==> src/rtl/serial_adder_pkg.sv <==
// Shared types for the bit-serial adder: FSM state encoding.
package serial_adder_pkg;

    localparam int STATE_W = 2;

    typedef enum logic [STATE_W-1:0] {
        IDLE = 2'd0,
        RUN  = 2'd1,
        DONE = 2'd2
    } state_t;

endpackage

==> src/rtl/full_adder_cell.sv <==
// Single-bit full adder built from two dataflow half adders and an OR for the carry.
module full_adder_cell (
    input  logic x,
    input  logic y,
    input  logic ci,
    output logic s,
    output logic co
);

    logic s1;
    logic c1;
    logic c2;

    // First half adder combines the operand bits, second folds in the carry.
    assign s1 = x ^ y;
    assign c1 = x & y;
    assign s  = s1 ^ ci;
    assign c2 = s1 & ci;
    assign co = c1 | c2;

endmodule

==> src/rtl/serial_adder.sv <==
// Bit-serial adder: WIDTH-bit a + b + cin, one bit per clock, LSB first.
// Optional macro SERIAL_ADDER_SUB_EN adds a 'sub' input for a - b.
module serial_adder
    import serial_adder_pkg::*;
#(
    parameter int WIDTH = 8
) (
    input  logic             clk,
    input  logic             rst_n,
    input  logic             start,
    input  logic [WIDTH-1:0] a,
    input  logic [WIDTH-1:0] b,
    input  logic             cin,
    output logic             busy,
    output logic             done,
    output logic [WIDTH-1:0] sum,
    output logic             cout
`ifdef SERIAL_ADDER_SUB_EN
    ,
    input  logic             sub
`endif
);

    localparam int CNT_W = $clog2(WIDTH);
    localparam logic [CNT_W-1:0] LAST_CNT = CNT_W'(WIDTH - 1);

    state_t           state;
    state_t           state_nxt;
    logic             accept;

    logic [WIDTH-1:0] a_sh;
    logic [WIDTH-1:0] b_sh;
    logic [WIDTH-1:0] psum;
    logic             carry;
    logic [CNT_W-1:0] cnt;

    logic [WIDTH-1:0] b_load;
    logic             carry_load;
    logic             s_bit;
    logic             c_bit;
    logic [WIDTH-1:0] psum_nxt;

`ifdef SERIAL_ADDER_SUB_EN
    // Subtraction is a + ~b + 1; cout=1 then means no borrow.
    assign b_load     = sub ? ~b : b;
    assign carry_load = sub ? 1'b1 : cin;
`else
    assign b_load     = b;
    assign carry_load = cin;
`endif

    full_adder_cell u_fa (
        .x  (a_sh[0]),
        .y  (b_sh[0]),
        .ci (carry),
        .s  (s_bit),
        .co (c_bit)
    );

    assign psum_nxt = {s_bit, psum[WIDTH-1:1]};

    // NOTE: sequential state uses non-blocking assignments so every register
    // samples pre-edge values regardless of statement order.
    always_ff @(posedge clk or negedge rst_n) begin
        if (!rst_n) begin
            state <= IDLE;
        end else begin
            state <= state_nxt;
        end
    end

    // NOTE: every output of this block is given a default first, so no path
    // leaves a signal unassigned and no latch is inferred.
    always_comb begin
        state_nxt = state;
        busy      = 1'b0;
        done      = 1'b0;
        accept    = 1'b0;
        case (state)
            IDLE: begin
                if (start) begin
                    accept    = 1'b1;
                    state_nxt = RUN;
                end
            end
            RUN: begin
                busy = 1'b1;
                if (cnt == LAST_CNT) begin
                    state_nxt = DONE;
                end
            end
            DONE: begin
                done = 1'b1;
                if (start) begin
                    accept    = 1'b1;
                    state_nxt = RUN;
                end else begin
                    state_nxt = IDLE;
                end
            end
            default: state_nxt = IDLE;
        endcase
    end

    always_ff @(posedge clk or negedge rst_n) begin
        if (!rst_n) begin
            a_sh  <= '0;
            b_sh  <= '0;
            psum  <= '0;
            carry <= 1'b0;
            cnt   <= '0;
            sum   <= '0;
            cout  <= 1'b0;
        end else if (accept) begin
            a_sh  <= a;
            b_sh  <= b_load;
            carry <= carry_load;
            cnt   <= '0;
        end else if (state == RUN) begin
            a_sh  <= a_sh >> 1;
            b_sh  <= b_sh >> 1;
            psum  <= psum_nxt;
            carry <= c_bit;
            cnt   <= cnt + CNT_W'(1);
            // Publish only the completed word so sum/cout never show partials.
            if (cnt == LAST_CNT) begin
                sum  <= psum_nxt;
                cout <= c_bit;
            end
        end
    end

endmodule

==> config.mk <==
export PLATFORM = sky130hd
export DESIGN_NAME = serial_adder
export DESIGN_NICKNAME = d
export VERILOG_FILES = /design/src/rtl/serial_adder_pkg.sv /design/src/rtl/full_adder_cell.sv /design/src/rtl/serial_adder.sv
export SDC_FILE = /design/constraint.sdc
export NUM_CORES = 1
export LEC_CHECK = 0
export CAP_MARGIN = 20
export CORE_MARGIN = 2
export CORE_UTILIZATION = 45
export DETAILED_ROUTE_END_ITERATION = 10
export PLACE_DENSITY = 0.7
export SETUP_SLACK_MARGIN = 0.2
export SYNTH_ARGS = -nofsm -noshare
export SYNTH_HDL_FRONTEND = slang
export SYNTH_SLANG_ARGS = --single-unit
export TNS_END_PERCENT = 10
==> constraint.sdc <==
create_clock -name clk -period 1.95 [get_ports clk]
set_clock_uncertainty 0.15 [all_clocks]
set_input_delay 0.39 -clock clk [delete_from_list [all_inputs] [get_ports clk]]
set_output_delay 0.39 -clock clk [all_outputs]
set_load 0.005 [all_outputs]
==> results.yml <==
outcome:
  status: "finished, final reports clean"
job:
  max-cap-violations: 0
sta:
  setup_tns_ns: 0
  hold_ws_ns: 0.334
  hold_violations: 0
  setup_violations: 0
  worstMarginPinSlew_ns: 0.472
  slew_viol_final: 0
  layout_min_cycle_time_ns: 1.77
  rsz0062_at_grt: "true"
  setup_ws_ns: 0.184
  max_freq_mhz: 566
  final.period_utilization_pct: 90.6
  relSlewSlack_pct: 68.5
die:
  start_util_pct: 46.5
  num_rows: 22
  die_w_um: 65.3
  core_um2: 3630
  io-pin-count: 31
  die_area_um2: 4260
  fp.dieH_um: 65.3
grt:
  met2_usage_pct: 29.8
  grt_use_met1_pct: 19.2
  grt.met3_usage_pct: 5.14
  grt_busiest_layer: "met2"
  grt_pass1_vias: 1238
  grt_first_pass_wirelength_um: 5410
  antenna_found_initial: 0
  grt_use_total_pct: 16.9
  gr-total-overflow: 0
  grt_max_degree: 39
synthesis:
  ys_ff_latch: 38
  yosysMostFrequentCell: "dfrtp_1"
  netlist_instances: 151
  yosysWarnings: 0
  synth-edff-count: 0
  yosysUniqueCellTypes: 25
  async_flop_share_pct: 100
  synth_commonest_cells: "dfrtp_1, nand2_1, mux2_2, nor2_1, o22ai_1"
  yosys.area.top_type: "dfrtp_1"
  syn_nets: 174
  avgSynthCellArea_um2: 11.2
  yosysTopAreaCellShare_pct: 56.3
  synthTopCellsByArea: "dfrtp_1, mux2_2, nand2_1, mux2i_1, o22ai_1"
  syn_area_um2: 1690
  seq_area_frac_synth_pct: 56.3
  synthFlopType: "dfrtp_1"
place:
  place_ws_ns: 0.125
  gp_congestion: 0.710
  hpwl_um: 2160
  portBuffers: 30
cts:
  clk_pin_slew_ns: 0.07
  cts_root_buf: "clkbuf_8"
  cts.sink_count: 38
  htreeDepth: 2
  cts_buffers: 5
  cts_tree: "done"
  clk_latency_ns: 0.29
  cts_buffer_depth: 2
setup_path:
  worst_setup_path_end_kind: "primary output"
  criticalPathCategory: "reg -> out"
  path_cells: "buf_4 -> nand2b_4 -> inv_2 -> dlygate4sd2_1"
  worst_ep_required_time_ns: 1.41
  critPathMaxFanout: 2
  cp_data_arrival_time_ns: 1.23
  slowest_delay_ns: 0.39
  cp_slowest_cell: "dfrtp_1"
  cp-start-kind: "flop"
route:
  wire_per_inst_um: 13.0
  first_pass_iters: 4
  drtIter0Drc: 86
  ant_nets: 0
  avgViaCountPerCell: 5.07
  drc: 0
  finalWirelength_um: 3140
  vias: 1226
pwr:
  powerDensity_nw_per_um2: 1600
  power.leakage_uw: 0.00101
  vdd_drop_max_mv: 0.889
layout:
  nNetsFinal: 216
  diodes: 0
  fill_cells: 325
  fin_util_pct: 61.6
  drive_gt1_share_pct: 20.6
  syn_to_final_growth_pct: 32.5
worst_hold_path:
  hold_path.class: "reg -> reg"
## worst max-delay path: cells and delay by family (launching register included)
family,cells,cell delay [ns]
buffers and inverters,3,0.41
flip-flops,1,0.39
AND/OR/NAND/NOR,1,0.14
## path summary, 6_finish.rpt
check                                startpoint  slack (ns)  cells after the start                    to
setup / recovery           state[1]$_DFFE_PN0P_        0.18                      4                  busy
hold / removal              psum[1]$_DFFE_PN0P_        0.33                      2   psum[1]$_DFFE_PN0P_
setup reg to reg           state[1]$_DFFE_PN0P_        0.27                      6    sum[0]$_DFFE_PN0P_
hold reg to reg             psum[1]$_DFFE_PN0P_        0.33                      2   psum[1]$_DFFE_PN0P_
max in group asynchronous                 rst_n        0.78                      3  state[0]$_DFFE_PN0P_
min in group asynchronous                 rst_n        0.52                      3      cout$_DFFE_PN0P_
## area by class of cell
cell class	count	area [um2]	share of cell area (%)
Clock inverter	2	60.1	2.68
Timing Repair Buffer	45	412	18.4
Sequential cell	38	952	42.5
Tap cell	48	60.1	2.68
Multi-Input combinational cell	101	666	29.7
Clock buffer	6	82.6	3.69
Inverter	2	7.51	0.335
## per-stage QoR
stage	instances	power, uW	area [um2]
finish	242	3580	2240
global route	242	3880	2240
CTS	240	3610	2220
detailed placement	228	2760	2050
global placement	228	2690	2050
floorplan	151	2300	1690
## logic make-up (layout without fill, tap and decap cells)
group,Yosys count,count (layout),share of synthesized area [%]
AOI/OAI and AO/OA,26,26,9.92
adders and majority gates,3,3,2.66
buffers and inverters,12,55,4.37
DFF,38,38,56.3
muxes,17,17,10.9
and+or+nand+nor,55,55,15.9
## repair_timing
item                                   CTS  global route
setup buffers                            3             2
gates resized for setup                  2             1
setup endpoints to repair                2             1
endpoints found under the hold margin   20             0
hold buffers                             1             0
## sequential cells by signal, summed over array words and instances, names as in the netlist
| signal | cells |
|---|---|
| psum | 7 |
| cout | 1 |
| sum | 8 |
| b_sh | 8 |
| state | 2 |
| a_sh | 8 |
| carry | 1 |
| cnt | 3 |
## cells in the final DEF (no fill, tap or decap), drive strengths merged
cell type,Yosys,routed
a22o,3,3
a21oi,5,5
nor2b,7,7
a211oi,5,5
a22oi,1,1
mux2i,6,6
nand3,3,3
dlygate4sd2,0,1
clkdlybuf4s50,0,27
buf,8,15
clkbuf,2,6
nor3,9,9
nor2,11,11
inv,2,2
bufinv,0,2
o22ai,9,9
nand2,23,23
nand2b,2,2
mux2,11,11
dlygate4sd3,0,1
dlymetal6s2s,0,1
o21ai,3,3
ha,2,2
dfrtp,38,38
fa,1,1
## metal layers
| metal | vias up | share of wire (%) |
|---|---|---|
| met3 | 6 | 4.6 |
| met1 | 589 | 44 |
| met4 | 0 | 1.5 |
| li1 | 606 | - |
| met5 | - | 0 |
| met2 | 25 | 50 |
## power breakdown
part	internal (uW)	switching, uW
registers	1160	229
clock network	545	265
logic	750	622
Note: power is estimated with default switching activity, not from simulation.
